$ cat config.mk
export PLATFORM = sky130hd
export DESIGN_NAME = saw_tx_link
export DESIGN_NICKNAME = d
export VERILOG_FILES = /design/src/rtl/saw_pkg.sv /design/src/rtl/saw_timeout_timer.sv /design/src/rtl/saw_tx_link.sv
export SDC_FILE = /design/constraint.sdc
export NUM_CORES = 1
export LEC_CHECK = 0
export CORE_MARGIN = 2
export CORE_UTILIZATION = 40
export CTS_CLUSTER_DIAMETER = 150
export DETAILED_ROUTE_END_ITERATION = 16
export HOLD_SLACK_MARGIN = 0.1
export PLACE_DENSITY_LB_ADDON = 0.05
export SLEW_MARGIN = 20
export SYNTH_ARGS = -nofsm -noshare
export SYNTH_HDL_FRONTEND = slang
export SYNTH_SLANG_ARGS = --single-unit
$ cat constraint.sdc
create_clock -name clk -period 2 [get_ports clk]
set_input_delay 0.4 -clock clk [delete_from_list [all_inputs] [get_ports clk]]
set_output_delay 0.4 -clock clk [all_outputs]
set_load 0.05 [all_outputs]
$ cat src/rtl/saw_pkg.sv
// Shared types and defaults for the stop-and-wait ARQ sender (saw_tx_link).
package saw_pkg;

   typedef enum logic [2:0] {
      ST_IDLE     = 3'b000,
      ST_READY    = 3'b001,
      ST_SEND     = 3'b010,
      ST_WAIT_ACK = 3'b011,
      ST_FAIL     = 3'b100
   } state_t;

   localparam int DEF_DW        = 8;
   localparam int DEF_TIMEOUT   = 8;
   localparam int DEF_MAX_RETRY = 3;
   localparam int STATS_W       = 16;

endpackage

$ cat src/rtl/saw_timeout_timer.sv
// ACK timeout counter: counts enabled cycles, flags the last cycle of the window.
module saw_timeout_timer
   import saw_pkg::*;
#(
   parameter int TIMEOUT = DEF_TIMEOUT
) (
   input  logic clk,
   input  logic reset,
   input  logic clear,
   input  logic enable,
   output logic expired
);

   localparam int CW = $clog2(TIMEOUT);

   logic [CW-1:0] count;

   // NOTE: sequential state is written with <= so every flop samples pre-edge values.
   always_ff @(posedge clk) begin
      if (reset || clear) begin
         count <= '0;
      end else if (enable) begin
         count <= count + CW'(1);
      end
   end

   assign expired = (count == CW'(TIMEOUT - 1));

endmodule

$ cat src/rtl/saw_tx_link.sv
// Stop-and-wait ARQ data sender with 1-bit sequence numbers and bounded retransmission.
// Define SAW_TX_STATS_EN to add saturating seg_count / retx_count outputs.
module saw_tx_link
   import saw_pkg::*;
#(
   parameter int DW        = DEF_DW,
   parameter int TIMEOUT   = DEF_TIMEOUT,
   parameter int MAX_RETRY = DEF_MAX_RETRY
) (
   input  logic          clk,
   input  logic          reset,
   input  logic          conn_est,
   input  logic          tx_valid,
   input  logic [DW-1:0] tx_data,
   output logic          tx_ready,
   output logic          seg_valid,
   output logic          seg_seq,
   output logic [DW-1:0] seg_data,
   input  logic          ack_valid,
   input  logic          ack_seq,
   output logic          tx_done,
   output logic          retry_err,
   output logic [2:0]    state
`ifdef SAW_TX_STATS_EN
   ,
   output logic [STATS_W-1:0] seg_count,
   output logic [STATS_W-1:0] retx_count
`endif
);

   localparam int RW = (MAX_RETRY < 1) ? 1 : $clog2(MAX_RETRY + 1);

   state_t        cur_state, nxt_state;
   logic          seq, nxt_seq;
   logic [RW-1:0] retry_cnt, nxt_retry;
   logic [DW-1:0] data_buf, nxt_buf;
   logic          nxt_done;
   logic          expired;

   saw_timeout_timer #(
      .TIMEOUT (TIMEOUT)
   ) u_timer (
      .clk     (clk),
      .reset   (reset),
      .clear   (cur_state != ST_WAIT_ACK),
      .enable  (cur_state == ST_WAIT_ACK),
      .expired (expired)
   );

   // NOTE: every variable gets a default first so no path leaves it unassigned (no latches).
   always_comb begin
      nxt_state = cur_state;
      nxt_seq   = seq;
      nxt_retry = retry_cnt;
      nxt_buf   = data_buf;
      nxt_done  = 1'b0;

      case (cur_state)
         ST_IDLE: begin
            if (conn_est) nxt_state = ST_READY;
         end
         ST_READY: begin
            if (tx_valid && tx_ready) begin
               nxt_buf   = tx_data;
               nxt_state = ST_SEND;
            end
         end
         ST_SEND: begin
            nxt_state = ST_WAIT_ACK;
         end
         ST_WAIT_ACK: begin
            // A matching ACK on the timeout cycle still completes the transfer.
            if (ack_valid && (ack_seq == seq)) begin
               nxt_done  = 1'b1;
               nxt_seq   = ~seq;
               nxt_retry = '0;
               nxt_state = ST_READY;
            end else if (expired) begin
               if (retry_cnt < RW'(MAX_RETRY)) begin
                  nxt_retry = retry_cnt + RW'(1);
                  nxt_state = ST_SEND;
               end else begin
                  nxt_state = ST_FAIL;
               end
            end
         end
         ST_FAIL: ;
         default: nxt_state = ST_IDLE;
      endcase

      // Losing the connection abandons any transfer and restarts sequencing at 0.
      if (!conn_est) begin
         nxt_state = ST_IDLE;
         nxt_seq   = 1'b0;
         nxt_retry = '0;
         nxt_buf   = '0;
         nxt_done  = 1'b0;
      end
   end

   // NOTE: the payload buffer is a plain register, so it is reset like the rest of the state.
   always_ff @(posedge clk) begin
      if (reset) begin
         cur_state <= ST_IDLE;
         seq       <= 1'b0;
         retry_cnt <= '0;
         data_buf  <= '0;
         tx_ready  <= 1'b0;
         seg_valid <= 1'b0;
         seg_seq   <= 1'b0;
         seg_data  <= '0;
         tx_done   <= 1'b0;
         retry_err <= 1'b0;
      end else begin
         cur_state <= nxt_state;
         seq       <= nxt_seq;
         retry_cnt <= nxt_retry;
         data_buf  <= nxt_buf;
         tx_ready  <= (nxt_state == ST_READY);
         seg_valid <= (nxt_state == ST_SEND);
         seg_seq   <= (nxt_state == ST_SEND) && nxt_seq;
         seg_data  <= (nxt_state == ST_SEND) ? nxt_buf : '0;
         tx_done   <= nxt_done;
         retry_err <= (nxt_state == ST_FAIL);
      end
   end

   assign state = cur_state;

`ifdef SAW_TX_STATS_EN
   always_ff @(posedge clk) begin
      if (reset) begin
         seg_count  <= '0;
         retx_count <= '0;
      end else begin
         if ((nxt_state == ST_SEND) && (seg_count != '1)) begin
            seg_count <= seg_count + STATS_W'(1);
         end
         if ((cur_state == ST_WAIT_ACK) && (nxt_state == ST_SEND) && (retx_count != '1)) begin
            retx_count <= retx_count + STATS_W'(1);
         end
      end
   end
`endif

endmodule

Yosys cells after proc, flatten, opt, wreduce, memory -nomap -nowiden
Index checks and enable logic that the tools add are counted.
- logic and storage cells: 55
- input port bits: 14
- register bits after elaboration: 30
- output and inout port bits: 16
- reduce and logical (&&, ||, !) cells: 11
- equal/unequal tests: 10
- order comparisons: 1
- mux-type cells: 16
- bitwise gates (word level): 4
- add/sub/neg operators: 2
- operator list (operator ; count):
    $mux 8 ; 3
    $mux 3 ; 5
    $pmux 3 s5 ; 1
    $eq 3x2->1 const B ; 3
    $eq 3x3->1 const B ; 3
    $eq 3x1->1 const B ; 2
    $mux 2 ; 3
    $mux 1 ; 4
    $not 1->1 ; 4
    $reduce_bool 2->1 ; 2
    $reduce_or 2->1 ; 2
    $add 3x1->3 const B ; 1
    $logic_and 1x1->1 ; 3
    $logic_not 3->1 ; 1
    $ne 3x2->1 const B ; 1
    $reduce_and 3->1 ; 1
    $reduce_or 3->1 ; 1
    $add 2x1->2 const B ; 1
    $lt 2x2->1 const B ; 1
    $eq 1x1->1 ; 1
    $logic_or 1x1->1 ; 1

Depth between registers and ports, before layout
- word-level depth: 9
- depth in mapped cells: 6

Cells and area by module
A second synthesis with hierarchy kept.
- cells, all modules: 104
- area, all modules: 1082.3 um^2
- modules (own cells, without submodules) (module ; cells each ; times used ; seq. area each (um^2) ; area an instance (um^2)):
    saw_tx_link ; 93 ; 1 ; 540.5 ; 948.4
    saw_timeout_timer ; 11 ; 1 ; 60.1 ; 133.9

Worst setup path before layout
OpenSTA, ideal clock, no wires.
- path type: reg2reg
- from: register cur_state[2] (netlist: state[2])
- to: register seg_data[7]
- data arrival time: 1.740 ns
- path buffers: 1
- cell stages (with the launch flop): 6
- setup slack: 0.118 ns
- required time: 1.858 ns
- setup time: 0.142 ns
- cell sequence: dfxtp_1 -> clkbuf_2 -> nand3b_1 -> a221oi_2 -> o21ai_1 -> nor3_1
- cells in the longest elaborated chain, start to end: 7
- elaborated cells between the ends (all ways): 15
- classes of those cells: eq/ne: 5; mux: 7; bitwise: 1; reduce/logical: 2
- ends and longest elaborated chain (what ; RTL line ; text):
    from (decl) ; saw_tx_link.sv:33 ; state_t cur_state, nxt_state;
    from (signal assigned) ; saw_tx_link.sv:115 ; cur_state <= nxt_state;
    $mux 3 ; saw_tx_link.sv:78 ; end else if (expired) begin
    $mux 3 ; saw_tx_link.sv:73 ; if (ack_valid && (ack_seq == seq)) begin
    $pmux 3 s5 ; saw_tx_link.sv:58 ; case (cur_state)
    $mux 3 ; saw_tx_link.sv:92 ; if (!conn_est) begin
    $eq 3x2->1 ; saw_tx_link.sv:122 ; seg_data <= (nxt_state == ST_SEND) ? nxt_buf : '0;
    $not 1->1 (no source line) ; -- ;
    $reduce_or 2->1 (no source line) ; -- ;
    to (signal assigned) ; saw_tx_link.sv:122 ;
    to (decl) ; saw_tx_link.sv:18 ; output logic [DW-1:0] seg_data,
Several ways; a longest one is shown, not always the timed one.
A chain may end at the register's enable or synchronous reset.

Worst setup path in the final report
- from: register tx_ready
- to: output port tx_ready
- RTL lines (what ; RTL line ; text):
    from (decl) ; saw_tx_link.sv:15 ; output logic tx_ready,
    from (signal assigned) ; saw_tx_link.sv:119 ; tx_ready <= (nxt_state == ST_READY);
No word-level cell between the ends.

==> run summary <==
Worst setup SP type: register
TritonCTS clock tree: yes
Non-Filler Instances: 186
worst setup margin: 49.7 ps
Max Cap Viol: 0
PortBufs: 29
area of the mapped netlist: 1140 µm²
delay-heaviest family, CP: buffers and inverters
Starting Density: 41.6%
dpl cell area: 1520 µm²
Cell Int Power: 0.775 mW
Main synth FF type: dfxtp_1
Hold-fix buffers, CTS: 0
area grow syn2layout: 38.1%
CP cell instances: clkdlybuf4s50_1
die height: 57.3 µm
largest net degree at the start of global routing: 12
Worst-Margin Slew: 503 ps
Clock Path Buffers: 2
min-delay worst type: reg2reg
Sw Pwr: 0.242 mW
first-pass GRT wire length: 4.08 mm
relative slew slack: 66.4%
Max Freq: 0.513 GHz
maximum VDD drop: 0.608 mV
number of hold violations in the final report: 0
outcome: completed
core area: 2730 µm²
unrepaired setup endpoints after global routing: no
clk sinks: 30
WP data arrival: 1550 ps
number of global-route vias before repair: 905
slowest CP cell: clkdlybuf4s50_1
FFs w/ async S/R, synth: 0%
Setup TNS: 0 ps
DRC Markers: 0
die width: 57.3 µm
pre-CTS setup slack: 84.7 ps
number of vias in the routed layout: 967
Post-CTS Setup Repair Bufs: 0
PD cells: 648 nW/µm²
initial drt markers: 24
PostCTS Resize Cnt: 0
CP endpoint kind: output pin
wire length per cell: 13.2 µm
Yosys reg bits: 30
H-tree depth: 2
initial antenna violation count: 0
Detail Placement HPWL: 1.81 mm
Max Slew Vio Count: 0
final setup fails: 0
post-route cell area: 1570 µm²
Required @ worst endpoint: 1600 ps
most frequent cells in the layout: dfxtp_1 (30), clkdlybuf4s50_1 (26), nor2_1 (15)
EDFF count, synth: 0
commonest non-fill, non-tap cell in the layout: dfxtp_1
logic gate share of total power: 7.9%
Clock Power Share: 32.7%
Ys Warns: 0
Syn Area/Cell: 10.1 µm²
share of layout cells above drive strength 1: 13.5%
root buf cell: clkbuf_4
Total GRT Usage: 17.0%
GP Congestion: 0.791
Crit Path Max Fanout: 4
final wirelength: 2.46 mm
Num CTS Buffers: 5
Die Area: 3280 µm²
# rows: 19
sequential share of power: 59.4%
Sw Share: 23.8%
Syn Inst Count: 113
Hold Slack: 435 ps
Tcrit/Tclk final: 97.5%
count of cell types in the netlist: 32
critical path class: reg2out
P_leak: 0.573 nW
later-pin clock latency in the skew report: 330 ps
CTS clk-pin slew, worst paths: 90 ps
first-pass detailed-route iteration total: 4
register area share after synthesis: 52.9%
Vias/cell: 5.20
Setup Skew: 5.51 ps
Final ANT Viol Nets: 0
Inst Count DP: 179
final worst path period need: 1950 ps
Final nets: 173
CP bufs+invs: 1
Top Ports: 30
Overflow after GRT: 0
CP max stage delay: 830 ps
Inserted Diodes: 0
Mapped Nets: 131
==> cells in the mapped netlist, drive strengths merged (2+ instances only) <==
| library cell | count | area [µm²] |
|---|---|---|
| nor3 | 11 | 55.1 |
| o21ai | 2 | 10.0 |
| nor3b | 2 | 15.0 |
| mux2i | 8 | 80.1 |
| clkbuf | 2 | 8.75 |
| dfxtp | 30 | 601 |
| inv | 3 | 11.3 |
| ha | 4 | 50.1 |
| nand2 | 7 | 26.3 |
| nand2b | 3 | 18.8 |
| a21oi | 4 | 20.0 |
| o22ai | 2 | 12.5 |
| nand3 | 2 | 10.0 |
| nor4 | 3 | 33.8 |
| nand3b | 2 | 15.0 |
| nor2 | 15 | 56.3 |
==> power by group through the flow <==
| stage | Combinational, mW | Sequential (mW) | Clock (mW) |
|---|---|---|---|
| 6_report | 0.0803 | 0.604 | 0.333 |
| 5_1_grt | 0.0859 | 0.605 | 0.367 |
| 4_1_cts | 0.0808 | 0.604 | 0.343 |
| 3_5_place_dp | 0.0804 | 0.619 | 0 |
| 3_3_place_gp | 0.0801 | 0.618 | 0 |
| 2_1_floorplan | 0.0232 | 0.626 | 0 |
==> registers in the layout (all words and copies together) (netlist names), 2 cells and up <==
signal         count
seg_data           8
u_timer.count      3
retry_cnt          2
state              3
data_buf           8
==> worst paths after layout <==
check	start	end	slack, ps	cells after the start
worst min-delay path	u_timer.count[0]	u_timer.count[0]	440	1
worst min register to register	u_timer.count[0]	u_timer.count[0]	440	1
worst max register to register	u_timer.count[0]	seg_data[7]	320	6
worst max-delay path	tx_ready	tx_ready	50	1
==> kinds of logic after synthesis <==
group                      after synthesis  share of synthesized area, %
and+or+nand+nor                         49                          23.2
DFF                                     30                          52.9
AOI/OAI and AO/OA                       15                          9.47
muxes                                    8                          7.05
buffers and inverters                    6                          2.20
adders and majority gates                4                          4.41
xor gates and xnor gates                 1                         0.771
==> metal layers <==
| layer | track usage (%) | wire length, µm | up-vias |
|---|---|---|---|
| met2 | 27.6 | 1200 | 28 |
| met4 | 6.98 | 41 | 0 |
| met5 | 0 | 0 | - |
| met3 | 6.80 | 160 | 5 |
| li1 | - | - | 489 |
| met1 | 19.9 | 1060 | 445 |
==> through the flow <==
stage / power [mW] / util (%)
6_report: 1.02 / 57.4
4_1_cts: 1.03 / 57.4
3_3_place_gp: 0.699 / 55.7
2_1_floorplan: 0.649 / -
5_1_grt: 1.06 / 57.4
3_5_place_dp: 0.699 / 55.7
==> area by class of cell <==
| cell class | count | area (µm²) |
|---|---|---|
| inverters | 3 | 11.3 |
| flip-flops and latches | 30 | 601 |
| fillers | 244 | 1160 |
| clock buffers | 7 | 45.0 |
| well taps | 31 | 38.8 |
| multi-input cells | 77 | 510 |
| repair buffers | 38 | 363 |
Power figures use the tool's default switching activity.
